### src/rtl/atm_pkg.sv
// rtl/atm_pkg.sv - shared types and limits for the ATM session timer
//
// Purpose: state encoding for the session timer FSM and the width/limit of the
// seconds value handed to the binary-to-BCD converter.
package atm_pkg;

  typedef enum logic [1:0] {
    IDLE    = 2'd0,
    RUN     = 2'd1,
    EXPIRED = 2'd2
  } timer_state_t;

  // Width of the remaining-seconds bus.
  localparam int SECS_W = 6;

  // Largest value the two-digit BCD converter downstream accepts.
  localparam int SECS_MAX = 60;

endpackage

### src/rtl/tick_gen.sv
// rtl/tick_gen.sv - one-second prescaler for the session timer
//
// Purpose: counts clock cycles 0..CLK_HZ-1 while enabled and flags the last
// cycle of each second. Held at zero when disabled or cleared.
//
// Ports:
//   clk     in   system clock
//   rst_n   in   asynchronous active-low reset
//   enable  in   count while high (session running)
//   clear   in   force the count back to zero this cycle, suppressing tick
//   tick    out  high on the cycle the count equals CLK_HZ-1 (combinational)
module tick_gen #(
  parameter int CLK_HZ = 100_000_000
) (
  input  logic clk,
  input  logic rst_n,
  input  logic enable,
  input  logic clear,
  output logic tick
);

  // A 1 Hz clock still needs a one-bit counter; it just never leaves zero.
  localparam int                 CNT_W   = (CLK_HZ > 1) ? $clog2(CLK_HZ) : 1;
  localparam logic [CNT_W-1:0]   CNT_MAX = CNT_W'(CLK_HZ - 1);

  if (CLK_HZ < 1) begin : g_chk_clk_hz
    $error("tick_gen: CLK_HZ must be at least 1");
  end

  logic [CNT_W-1:0] cnt_q;
  logic [CNT_W-1:0] cnt_d;

  always_comb begin
    cnt_d = cnt_q;
    if (clear || !enable) begin
      cnt_d = '0;
    end else if (cnt_q == CNT_MAX) begin
      cnt_d = '0;
    end else begin
      cnt_d = cnt_q + CNT_W'(1);
    end
  end

  always_ff @(posedge clk or negedge rst_n) begin
    if (!rst_n) begin
      cnt_q <= '0;
    end else begin
      cnt_q <= cnt_d;
    end
  end

  assign tick = enable && !clear && (cnt_q == CNT_MAX);

endmodule

### src/rtl/session_timer.sv
// rtl/session_timer.sv - inactivity countdown timer for the ATM user session
//
// Purpose: counts whole seconds down from TIMEOUT_S to zero while a session is
// running, reloads on user activity, flags the warning window and pulses once
// when the session expires.
//
// Ports:
//   clk       in   system clock, all state changes on the rising edge
//   rst_n     in   asynchronous active-low reset
//   start     in   begin a session from IDLE or EXPIRED; acts as activity in RUN
//   activity  in   user keypress strobe, reloads the countdown in RUN
//   cancel    in   abort/complete the session, back to IDLE (highest priority)
//   secs      out  remaining seconds, 0..TIMEOUT_S (registered)
//   running   out  high while in RUN (registered)
//   warn      out  high while running and secs <= WARN_S (registered)
//   expired   out  one-cycle pulse on RUN->EXPIRED (registered)
//   sec_tick  out  one-cycle pulse with each decrement in RUN (registered)
module session_timer
  import atm_pkg::*;
#(
  parameter int CLK_HZ    = 100_000_000,
  parameter int TIMEOUT_S = 60,
  parameter int WARN_S    = 10
) (
  input  logic              clk,
  input  logic              rst_n,
  input  logic              start,
  input  logic              activity,
  input  logic              cancel,
  output logic [SECS_W-1:0] secs,
  output logic              running,
  output logic              warn,
  output logic              expired,
  output logic              sec_tick
);

  if (TIMEOUT_S < 1 || TIMEOUT_S > SECS_MAX) begin : g_chk_timeout
    $error("session_timer: TIMEOUT_S must be in 1..SECS_MAX");
  end
  if (WARN_S < 0 || WARN_S > TIMEOUT_S) begin : g_chk_warn
    $error("session_timer: WARN_S must be in 0..TIMEOUT_S");
  end

  localparam logic [SECS_W-1:0] TIMEOUT_V = SECS_W'(TIMEOUT_S);
  localparam logic [SECS_W-1:0] WARN_V    = SECS_W'(WARN_S);

  timer_state_t      state_q, state_d;
  logic [SECS_W-1:0] secs_q, secs_d;
  logic              running_q, running_d;
  logic              warn_q, warn_d;
  logic              expired_q, expired_d;
  logic              sec_tick_q, sec_tick_d;

  logic              in_run;
  logic              reload;
  logic              tick;

  assign in_run = (state_q == RUN);
  // In RUN a start is just another keypress.
  assign reload = start || activity;

  // Reload and cancel restart the second boundary, so they clear the
  // prescaler and mask the tick in the same cycle.
  tick_gen #(
    .CLK_HZ (CLK_HZ)
  ) u_tick_gen (
    .clk    (clk),
    .rst_n  (rst_n),
    .enable (in_run),
    .clear  (cancel || reload),
    .tick   (tick)
  );

  // State register.
  always_ff @(posedge clk or negedge rst_n) begin
    if (!rst_n) begin
      state_q <= IDLE;
      secs_q  <= '0;
    end else begin
      state_q <= state_d;
      secs_q  <= secs_d;
    end
  end

  // Next-state and seconds logic; priority cancel > start/activity > tick.
  always_comb begin
    state_d = state_q;
    secs_d  = secs_q;
    if (cancel) begin
      state_d = IDLE;
      secs_d  = '0;
    end else begin
      unique case (state_q)
        IDLE, EXPIRED: begin
          secs_d = '0;
          if (start) begin
            state_d = RUN;
            secs_d  = TIMEOUT_V;
          end
        end
        RUN: begin
          if (reload) begin
            secs_d = TIMEOUT_V;
          end else if (tick) begin
            // secs <= 1 rather than == 1 keeps the decrement from ever
            // wrapping even if secs were somehow zero in RUN.
            if (secs_q <= SECS_W'(1)) begin
              state_d = EXPIRED;
              secs_d  = '0;
            end else begin
              secs_d = secs_q - SECS_W'(1);
            end
          end
        end
        default: begin
          state_d = IDLE;
          secs_d  = '0;
        end
      endcase
    end
  end

  // Output logic; values are computed from the next state so that the
  // registered outputs line up with the secs update.
  always_comb begin
    running_d  = (state_d == RUN);
    warn_d     = running_d && (secs_d <= WARN_V);
    sec_tick_d = in_run && tick;
    expired_d  = in_run && tick && (state_d == EXPIRED);
  end

  always_ff @(posedge clk or negedge rst_n) begin
    if (!rst_n) begin
      running_q  <= 1'b0;
      warn_q     <= 1'b0;
      expired_q  <= 1'b0;
      sec_tick_q <= 1'b0;
    end else begin
      running_q  <= running_d;
      warn_q     <= warn_d;
      expired_q  <= expired_d;
      sec_tick_q <= sec_tick_d;
    end
  end

  assign secs     = secs_q;
  assign running  = running_q;
  assign warn     = warn_q;
  assign expired  = expired_q;
  assign sec_tick = sec_tick_q;

endmodule

### config.mk
export PLATFORM = sky130hd
export DESIGN_NAME = session_timer
export DESIGN_NICKNAME = d
export VERILOG_FILES = /design/src/rtl/atm_pkg.sv /design/src/rtl/tick_gen.sv /design/src/rtl/session_timer.sv
export SDC_FILE = /design/constraint.sdc
export NUM_CORES = 1
export LEC_CHECK = 0
export BUFFER_PORTS_ARGS = -buffer_cell sky130_fd_sc_hd__buf_2
export CORE_ASPECT_RATIO = 1.25
export CORE_MARGIN = 2
export CORE_UTILIZATION = 30
export CTS_BUF_LIST = sky130_fd_sc_hd__clkbuf_4 sky130_fd_sc_hd__clkbuf_8
export CTS_CLUSTER_SIZE = 14
export DETAILED_ROUTE_END_ITERATION = 7
export GPL_TIMING_DRIVEN = 0
export SLEW_MARGIN = 25
export SYNTH_ARGS = -nofsm -noshare
export SYNTH_HDL_FRONTEND = slang
export SYNTH_SLANG_ARGS = --single-unit
export TNS_END_PERCENT = 100
### constraint.sdc
create_clock -name clk -period 2.6 [get_ports clk]
set_clock_uncertainty 0.2 [all_clocks]
set_input_delay 0.26 -clock clk [delete_from_list [all_inputs] [get_ports clk]]
set_output_delay 0.26 -clock clk [all_outputs]
set_load 0.02 [all_outputs]
==> results of run 1 <==
power groups by stage:
| stage | clock [uW] | combinational, uW | sequential, uW |
|---|---|---|---|
| 2_1_floorplan | 0 | 38.4 | 645 |
| 3_3_place_gp | 0 | 82.0 | 638 |
| 3_5_place_dp | 0 | 82.0 | 638 |
| 4_1_cts | 436 | 84.4 | 626 |
| 5_1_grt | 464 | 92.6 | 627 |
| 6_report | 418 | 82.3 | 626 |
flip-flops by register name, summed over array words and instances (netlist names):
register and count:
expired 1, secs 6, u_tick_gen.cnt_q 27, warn 1, running 1, sec_tick 1
state_q 2
area by class of cell:
type | count | area (sq um)
fill | 708 | 4472
multi-input combinational | 164 | 1061
sequential | 39 | 975.9
tap | 90 | 112.6
timing repair buffer | 16 | 90.09
clock buffer | 6 | 82.58
inverter | 8 | 30.03
buffer | 4 | 20.02
clock inverter | 1 | 5.005
through the flow:
step	instances	instance area (sq um)	power (uW)	utilization, %
floorplan	215	2087	683.2	-
global placement	319	2270	720.0	33.14
detailed placement	319	2270	719.5	33.14
CTS	328	2377	1146	34.71
global route	328	2377	1184	34.71
finish	328	2377	1126	34.71
worst paths after layout:
path	start	to	slack, ns	depth (start not counted)
min in group asynchronous	rst_n	u_tick_gen.cnt_q[23]	0.43	2
min	start	state_q[1]	0.09	3
max	u_tick_gen.cnt_q[0]	u_tick_gen.cnt_q[24]	0.26	7
min reg2reg	u_tick_gen.cnt_q[0]	u_tick_gen.cnt_q[0]	0.30	1
max in group asynchronous	rst_n	u_tick_gen.cnt_q[6]	1.23	2
max reg2reg	u_tick_gen.cnt_q[0]	u_tick_gen.cnt_q[24]	0.26	7
synth_stat cells, types with 2 or more instances:
cell,number
nand2_1,12
inv_1,8
and2_1,2
buf_2,4
nand4b_1,2
xnor2_1,10
mux2i_1,2
nor2_1,35
o21ai_0,6
and3_1,7
ha_1,3
nand3_1,11
a21oi_1,7
and4_1,5
nor4_1,2
nand3b_1,2
nor2b_1,3
nand4_1,5
nand4_2,2
nor3_1,9
dfrtp_1,39
nor4bb_1,3
or3_1,5
xor2_1,13
logic make-up (layout without fill, tap and decap cells):
kind of cell | after synthesis | after routing | synth area share, %
fa+ha+maj | 3 | 3 | 1.799
flops | 39 | 39 | 46.76
simple gates | 114 | 114 | 31.30
mux | 2 | 2 | 0.9593
compound gates | 22 | 22 | 7.135
xor+xnor | 23 | 23 | 9.652
buf+inv | 12 | 35 | 2.398
layer usage:
layer  share of wire (%)  GRT usage (%)  vias up
met3                 4.4          3.996        4
li1                    -              -      807
met4                0.94          4.318        0
met1                  45          13.93      765
met5                   0              0        -
met2                  50          20.12       32
worst max-delay path, stage by stage (launching register included):
cell and delay (ns):
dfrtp_1 0.40, ha_1 0.22, nand3_1 0.16, nor4_4 0.41, nand2_2 0.18, nand2_1 0.30
buf_2 0.29, nor2_1 0.07
what timing repair did:
| item | 4_1_cts | 5_1_grt |
|---|---|---|
| hold buffers | 2 | 0 |
| setup buffers | 0 | 0 |
| hold endpoints to repair | 41 | 0 |
cells in the final DEF (no fill, tap or decap), types with 3 or more instances in the layout:
cell,n
o21ai_0,6
nor4bb_1,3
or3_1,5
ha_1,3
a21oi_1,7
clkbuf_8,6
dfrtp_1,39
and3_1,7
xnor2_1,10
nor2b_1,3
nor3_1,9
nand3_1,11
and4_1,5
xor2_1,13
nor2_1,35
inv_1,8
nand4_1,5
buf_2,18
nand2_1,12
==> flow_summary.toml, run 1 <==
[global_routing]
grt_pass1_vias = 1655
grt_pass1_wl_um = 7272
grt_use_total_pct = 11.92
grt_max_degree = 40
antenna_found_initial = 0
gr-total-overflow = 0

[placed_design]
gp_congestion = 0.8198
post-place-ws_ns = 0.2330
portBuffers = 14
dp_hpwl_um = 3010

[clock_network]
h-tree-depth = 2
clk_transition_reported_paths_ns = 0.07
cts_sinks = 39
tritoncts = "yes"
clock_path_buffers = 2
cts_root_buffer = "clkbuf_8"
cts_buffers = 5
post_cts_resized = 0
clk_latency_ns = 0.29

[synthesis]
syn_inst = 215
ys_seq_elements = 39
synthTopCellsByArea = "dfrtp_1, nor2_1, xor2_1, xnor2_1, nand3_1"
synth.distinct_cells = 42
synth_warnings = 0
async_flop_share_pct = 100.0
yosys.area.top_type = "dfrtp_1"
synth_nets = 223
synth_top_area_share_pct = 46.76
synth_area_per_cell_sq_um = 9.707
synth_area_sq_mm = 0.002087
synth_edf_count = 0
ys.flop_type = "dfrtp_1"
seq_area_frac_synth_pct = 46.76

[layout]
nets = 246
diodes = 0
drive_above_1_share_pct = 13.87
area_growth_pct = 13.91

[sta]
timing.setup.tns_ns = 0
maxSlewViolCount = 0
fmax_mhz = 427.1
final_hold_viol_count = 0
fin_hold_ws_ns = 0.09114
setup_viol = 0
fin_ws_ns = 0.2587
post-route-period-util_pct = 90.05
tightest_slew_ns = 0.8701
slew_headroom_pct = 41.99
grt_setup_unrepaired = "no"
min_period_ns = 2.341

[worst_setup_path]
crit_required_ns = 2.57
cp-start-kind = "register"
path_class = "register to register"
crit_path_end_kind = "register"
arrival_ns = 2.32
worstPathMaxFanout = 10

[floorplan]
die_y_um = 97.25
core_area_sq_mm = 0.006849
start_util_pct = 30.47
die_area_sq_mm = 0.007644
design.portCount = 15
dieWidth_um = 78.60
num_rows = 34

[power]
switchingPower_uw = 272.7
p_int_uw = 853.2
p_clk_share_pct = 37.1
leakage_uw = 0.001024
combPwrFrac_pct = 7.3
power_density_mw_per_mm2 = 473.6
switching_share_pct = 24.22
seqPwrFrac_pct = 55.6
ir_worst_vdd_mv = 0.2531

[detailed_routing]
drtPass1Iterations = 4
wl_um = 4144
antenna_left = 0
wl_per_cell_um = 12.63
drt_iter0_drc = 89
drt-vias-per-instance = 4.902
drcViolationCount = 0
vias = 1608

[min_path]
hold_class = "input port to register"

[job]
drv_cap = 0

[status]
status = "complete, no violations"
Note: power is estimated with default switching activity, not from simulation.
==> run 2, diff against run 1 <==
Settings changed: CORE_MARGIN 2 to 3.
==> run 2 against run 1 <==
Global-route usage shrank 0.52 points. Utilization grew 0.84 points. Via count shrank 1.3%. Clock power grew 1%. Critical endpoint is now u_tick_gen.cnt_q[18].
==> flow_summary.toml, run 2 (synthesis results as in run 1) <==
[status]
status = "complete, no violations"

[worst_setup_path]
path_class = "register to register"
crit_required_ns = 2.57
rr_endpoint = "u_tick_gen.cnt_q[18]"
regToRegSetupSlack_ns = 0.29
crit_path_end_kind = "register"
worstPathMaxFanout = 10
reg2reg_depth = 7
arrival_ns = 2.28
rr_startpoint = "u_tick_gen.cnt_q[0]"
cp-start-kind = "register"

[sta]
grt_setup_unrepaired = "no"
slew_headroom_pct = 40.99
final_hold_viol_count = 0
fmax_mhz = 432.2
maxSlewViolCount = 0
post-route-period-util_pct = 88.99
timing.setup.tns_ns = 0
setup_viol = 0
fin_ws_ns = 0.2864
tightest_slew_ns = 0.8852
min_period_ns = 2.314

[detailed_routing]
vias = 1587
drt-vias-per-instance = 4.898
drcViolationCount = 0
wl_per_cell_um = 13.31
antenna_left = 0
drtPass1Iterations = 4
wl_um = 4312
drt_iter0_drc = 119

[min_path]
hold_class = "input port to register"
hold_path_depth = 2
hold-path-endpoint = "secs[2]"
hold_path.startpoint = "cancel"

[layout]
multi_input_area_sq_mm = 0.001061
drive_above_1_share_pct = 13.92
diodes = 0
final_area_sq_mm = 0.002364
area_growth_pct = 13.25
largest_register_ffs = 27
final_common_cell = "dfrtp_1"
utilization_pct = 35.55
final_cell_mix = "dfrtp_1, nor2_1, buf_2"
nFillCells = 659
area.sequential_sq_um = 975.9
fin_cells = 324
nets = 245
regMostFlops = "u_tick_gen.cnt_q"
reg_top3 = "u_tick_gen.cnt_q x27, secs x6, state_q x2"

[floorplan]
num_rows = 33
die_area_sq_mm = 0.008000
die_y_um = 99.25
design.portCount = 15
dieWidth_um = 80.60
start_util_pct = 31.39
core_area_sq_mm = 0.006648

[placed_design]
gp_congestion = 0.8391
dpl_cell_area_sq_mm = 0.002266
post-place-ws_ns = 0.2635
dp_hpwl_um = 3124
dp.cells = 316
portBuffers = 14

[global_routing]
grt_max_degree = 40
antenna_found_initial = 0
grt_pass1_vias = 1567
grt_use_total_pct = 11.41
grt_pass1_wl_um = 7210
gr-total-overflow = 0

[clock_network]
tritoncts = "yes"
h-tree-depth = 2
postCtsSetupRepairBufs = 0
clk_transition_reported_paths_ns = 0.08
post_cts_resized = 0
cts_sinks = 39
cts_buffers = 5
clk_latency_ns = 0.29
cts_root_buffer = "clkbuf_8"
clock_path_buffers = 2

[power]
leakage_uw = 0.001020
power_density_mw_per_mm2 = 478.3
ir_worst_vdd_mv = 0.3258

[job]
drv_cap = 0
==> run 2: changes by cell type in the layout (fill, tap and decap cells not counted), sizes merged <==
cell,change
dlygate4sd3,-1
==> run 2: through the flow <==
step	total power [uW]	hold slack, ns
after floorplan	683.2	-0.2356
after global placement	719.9	0.2350
after detailed placement	719.8	0.2376
after CTS	1141	0.005224
after global routing	1172	0.01694
final	1131	0.01287
==> run 2: report_power, final <==
part / switching (uW) / internal [uW]
logic: 52.9 / 29.2
clock network: 214 / 209
registers: 11.6 / 615
==> run 2: critical path, cell delays in order, from the launching register on <==
cell and delay (ns):
dfrtp_1 0.39, ha_1 0.22, nand3_1 0.16, nor4_4 0.40
nand2_2 0.18, nand2_1 0.28, buf_2 0.29, nor2_1 0.08
==> run 2: what timing repair did <==
item / 4_1_cts / 5_1_grt
endpoints found under the hold margin: 39 / 0
hold buffers: 1 / 0
setup endpoints to repair: 0 / 0
==> run 2: final cells by class <==
class	instances	area share, %
Buffer	4	0.8470
Clock buffer	6	3.494
Clock inverter	1	0.2118
Inverter	8	1.271
Multi-Input combinational cell	164	44.89
Sequential cell	39	41.29
Tap cell	87	4.606
Timing Repair Buffer	15	3.388
==> run 2: per-layer routing <==
metal  global-route usage, %  share of wire [%]
met1                   14.66                 47
met3                   2.717                2.2
met2                   19.20                 50
met5                       0                  0
met4                   2.861               0.72
==> run 2: worst max path at each step <==
| stage | endpoint | cells after the start | from | slack (ns) |
|---|---|---|---|---|
| finish | u_tick_gen.cnt_q[18] | 7 | u_tick_gen.cnt_q[0] | 0.29 |
| global route | u_tick_gen.cnt_q[18] | 7 | u_tick_gen.cnt_q[0] | 0.03 |
| CTS | u_tick_gen.cnt_q[24] | 7 | u_tick_gen.cnt_q[0] | 0.25 |
| detailed placement | u_tick_gen.cnt_q[24] | 7 | u_tick_gen.cnt_q[0] | 0.26 |
| global placement | u_tick_gen.cnt_q[22] | 7 | u_tick_gen.cnt_q[0] | 0.27 |
| floorplan | warn | 8 | secs[0] | 0.46 |
==> run 3, diff against run 2 <==
Settings changed: SLEW_MARGIN 25 to 20, SYNTH_HIERARCHICAL set to 1.
==> run 3 against run 2 <==
Utilization grew 2.7 points. First-iteration DRC count down 40%. Wire length increased by 3.8%. Die area up 3.0%. Sequential power is essentially flat. Non-clock buffer count rose by 18. Fmax fell by 9.7%. Global-route usage rose by 0.21 points. Critical path depth grew 2. Clock power down 7.8%.
==> flow_summary.toml, run 3 <==
[status]
status = "complete, no violations"

[sta]
slew_headroom_pct = 41.75
fin_ws_ns = 0.03789
fin_hold_ws_ns = 0.01002
setup_viol = 0
final_hold_viol_count = 0
fmax_mhz = 390.3
grt_setup_unrepaired = "yes"
maxSlewViolCount = 0
timing.setup.tns_ns = 0
post-route-period-util_pct = 98.54
min_period_ns = 2.562
tightest_slew_ns = 0.8738

[global_routing]
antenna_found_initial = 0
grt_busiest_layer = "met2"
met3_usage_pct = 2.683
grt_pass1_wl_um = 7514
grt_max_degree = 40
gr-total-overflow = 0
grt_use_total_pct = 11.62
grt_pass1_vias = 1646
met1_usage_pct = 13.59
grtUsageMet2_pct = 20.22

[worst_setup_path]
path_class = "register to register"
crit_family = "simple AND/OR/NAND/NOR gates"
cp-start-kind = "register"
worst_path_largest_cell_delay_ns = 0.45
crit_required_ns = 2.59
worstPathMaxFanout = 5
crit_path_end_kind = "register"
arrival_ns = 2.55
cp_num_buf_inv = 2
crit_slowest_cell = "dfrtp_2"
crit_chain = "nor4b_4, nand4b_1, nor4_4, buf_6, nor3b_4, buf_4, and3_2, a21oi_2, a221oi_2"

[floorplan]
die_y_um = 100.7
num_rows = 33
die_area_sq_mm = 0.008236
design.portCount = 15
start_util_pct = 31.80
dieWidth_um = 81.78
core_area_sq_mm = 0.006771

[synthesis]
synth_area_per_cell_sq_um = 10.25
ys.flop_type = "dfrtp_1"
synthTopCellsByCount = "dfrtp_1, nor2_1, a21oi_1, xor2_1, nand2_1"
synth_warnings = 6
ys_seq_elements = 39
synth_top_area_share_pct = 45.32
synth.distinct_cells = 43
synth_nets = 218
seq_area_frac_synth_pct = 45.32
async_flop_share_pct = 100.0
yosysMostFrequentCell = "dfrtp_1"
synth_edf_count = 0
syn_inst = 210
yosys.area.top_type = "dfrtp_1"
synth_area_sq_mm = 0.002153
synthTopCellsByArea = "dfrtp_1, xor2_1, a21oi_1, nor2_1, o31ai_1"

[min_path]
hold_class = "input port to register"

[placed_design]
dp_hpwl_um = 3040
post-place-ws_ns = -0.2463
gp_congestion = 0.7566
portBuffers = 14

[layout]
reg_top3 = "u_tick_gen/cnt_q x27, secs x6, state_q x2"
diodes = 0
regMostFlops = "u_tick_gen/cnt_q"
nFillCells = 695
area_growth_pct = 20.28
final_common_cell = "dfrtp_1"
largest_register_ffs = 27
drive_above_1_share_pct = 26.83
utilization_pct = 38.25
nets = 255
multi_input_area_sq_mm = 0.001131
final_cell_mix = "dfrtp_1, nor2_1, a21oi_1"
area.sequential_sq_um = 978.4

[power]
power_density_mw_per_mm2 = 418.0
leakage_uw = 0.001064
ir_worst_vdd_mv = 0.1600
finalPower_uw = 1083

[detailed_routing]
wl_per_cell_um = 13.45
drcViolationCount = 0
antenna_left = 0
vias = 1691
drt-vias-per-instance = 5.078
drt_iter0_drc = 71
wl_um = 4478
drtPass1Iterations = 4

[clock_network]
tritoncts = "yes"
clk_latency_ns = 0.29
clock_path_buffers = 2
clk_transition_reported_paths_ns = 0.07
cts_sinks = 39
cts_root_buffer = "clkbuf_8"
cts_buffers = 5
h-tree-depth = 2

[job]
drv_cap = 0
## run 3: changes by cell type in the layout (fill, tap and decap cells not counted), sizes merged, moves of 4 or more
cell,before,now
buf,18,35
nor2,35,20
a21oi,7,19
o31ai,1,11
or4,0,9
nor3,10,2
xnor2,10,5
nand3,11,7
## run 3: worst register-to-register path: cells and delay by family, from the launching register on
family / cells / cell delay, ns
compound gates: 2 / 0.29
buf+inv: 2 / 0.31
flops: 1 / 0.45
simple gates: 5 / 1.22
## run 3: routing by layer
layer / vias to the layer above / routed length, um / part of all wire (%)
met5: - / 0 / 0
li1: 840 / - / -
met1: 826 / 1956 / 44
met2: 18 / 2296 / 51
met3: 7 / 134 / 3.0
met4: 0 / 90 / 2.0
## run 3: final timing paths
| path | startpoint | to | slack [ns] | cells after the start |
|---|---|---|---|---|
| min in group asynchronous | rst_n | secs[4] | 0.42 | 2 |
| setup / recovery | u_tick_gen/cnt_q[8] | warn | 0.04 | 9 |
| hold reg to reg | u_tick_gen/cnt_q[0] | u_tick_gen/cnt_q[0] | 0.35 | 2 |
| max in group asynchronous | rst_n | u_tick_gen/cnt_q[17] | 1.16 | 2 |
| setup reg to reg | u_tick_gen/cnt_q[8] | warn | 0.04 | 9 |
| hold / removal | start | state_q[1] | 0.01 | 2 |
## run 3: timing repair
action,in CTS,in global routing
endpoints found under the setup margin,11,11
hold endpoints to repair,40,0
resized for setup,4,9
hold buffers,2,0
pin swaps,7,4
buffers inserted,8,6
## run 3: logic make-up (layout without fill, tap and decap cells)
family | count (synthesis) | count (layout) | share of synthesized area (%)
AO/OA/AOI/OAI | 41 | 41 | 14.18
flip-flops | 39 | 39 | 45.32
XOR/XNOR | 17 | 17 | 6.914
adder cells (fa/ha/maj) | 3 | 3 | 1.743
buffers and inverters | 15 | 51 | 4.300
AND/OR/NAND/NOR | 95 | 95 | 27.54
## run 3: power breakdown
part	leakage [uW]	switching, uW	internal [uW]
logic	0.000488	46.1	23.7
registers	0.000536	9.75	614
clock network	0.0000406	199	189
total	0.00106	255	827
## run 3: final cells by class
cell class | count | area share [%]
multi-input combinational | 156 | 43.67
sequential | 39 | 37.78
timing repair buffer | 30 | 7.681
tap | 87 | 4.203
clock buffer | 6 | 2.947
buffer | 7 | 2.560
inverter | 8 | 1.159
## run 3: stage by stage
step / cell area [sq um] / cells
detailed placement: 2332 / 311
CTS: 2510 / 327
global route: 2590 / 333
global placement: 2332 / 311
floorplan: 2153 / 210
finish: 2590 / 333
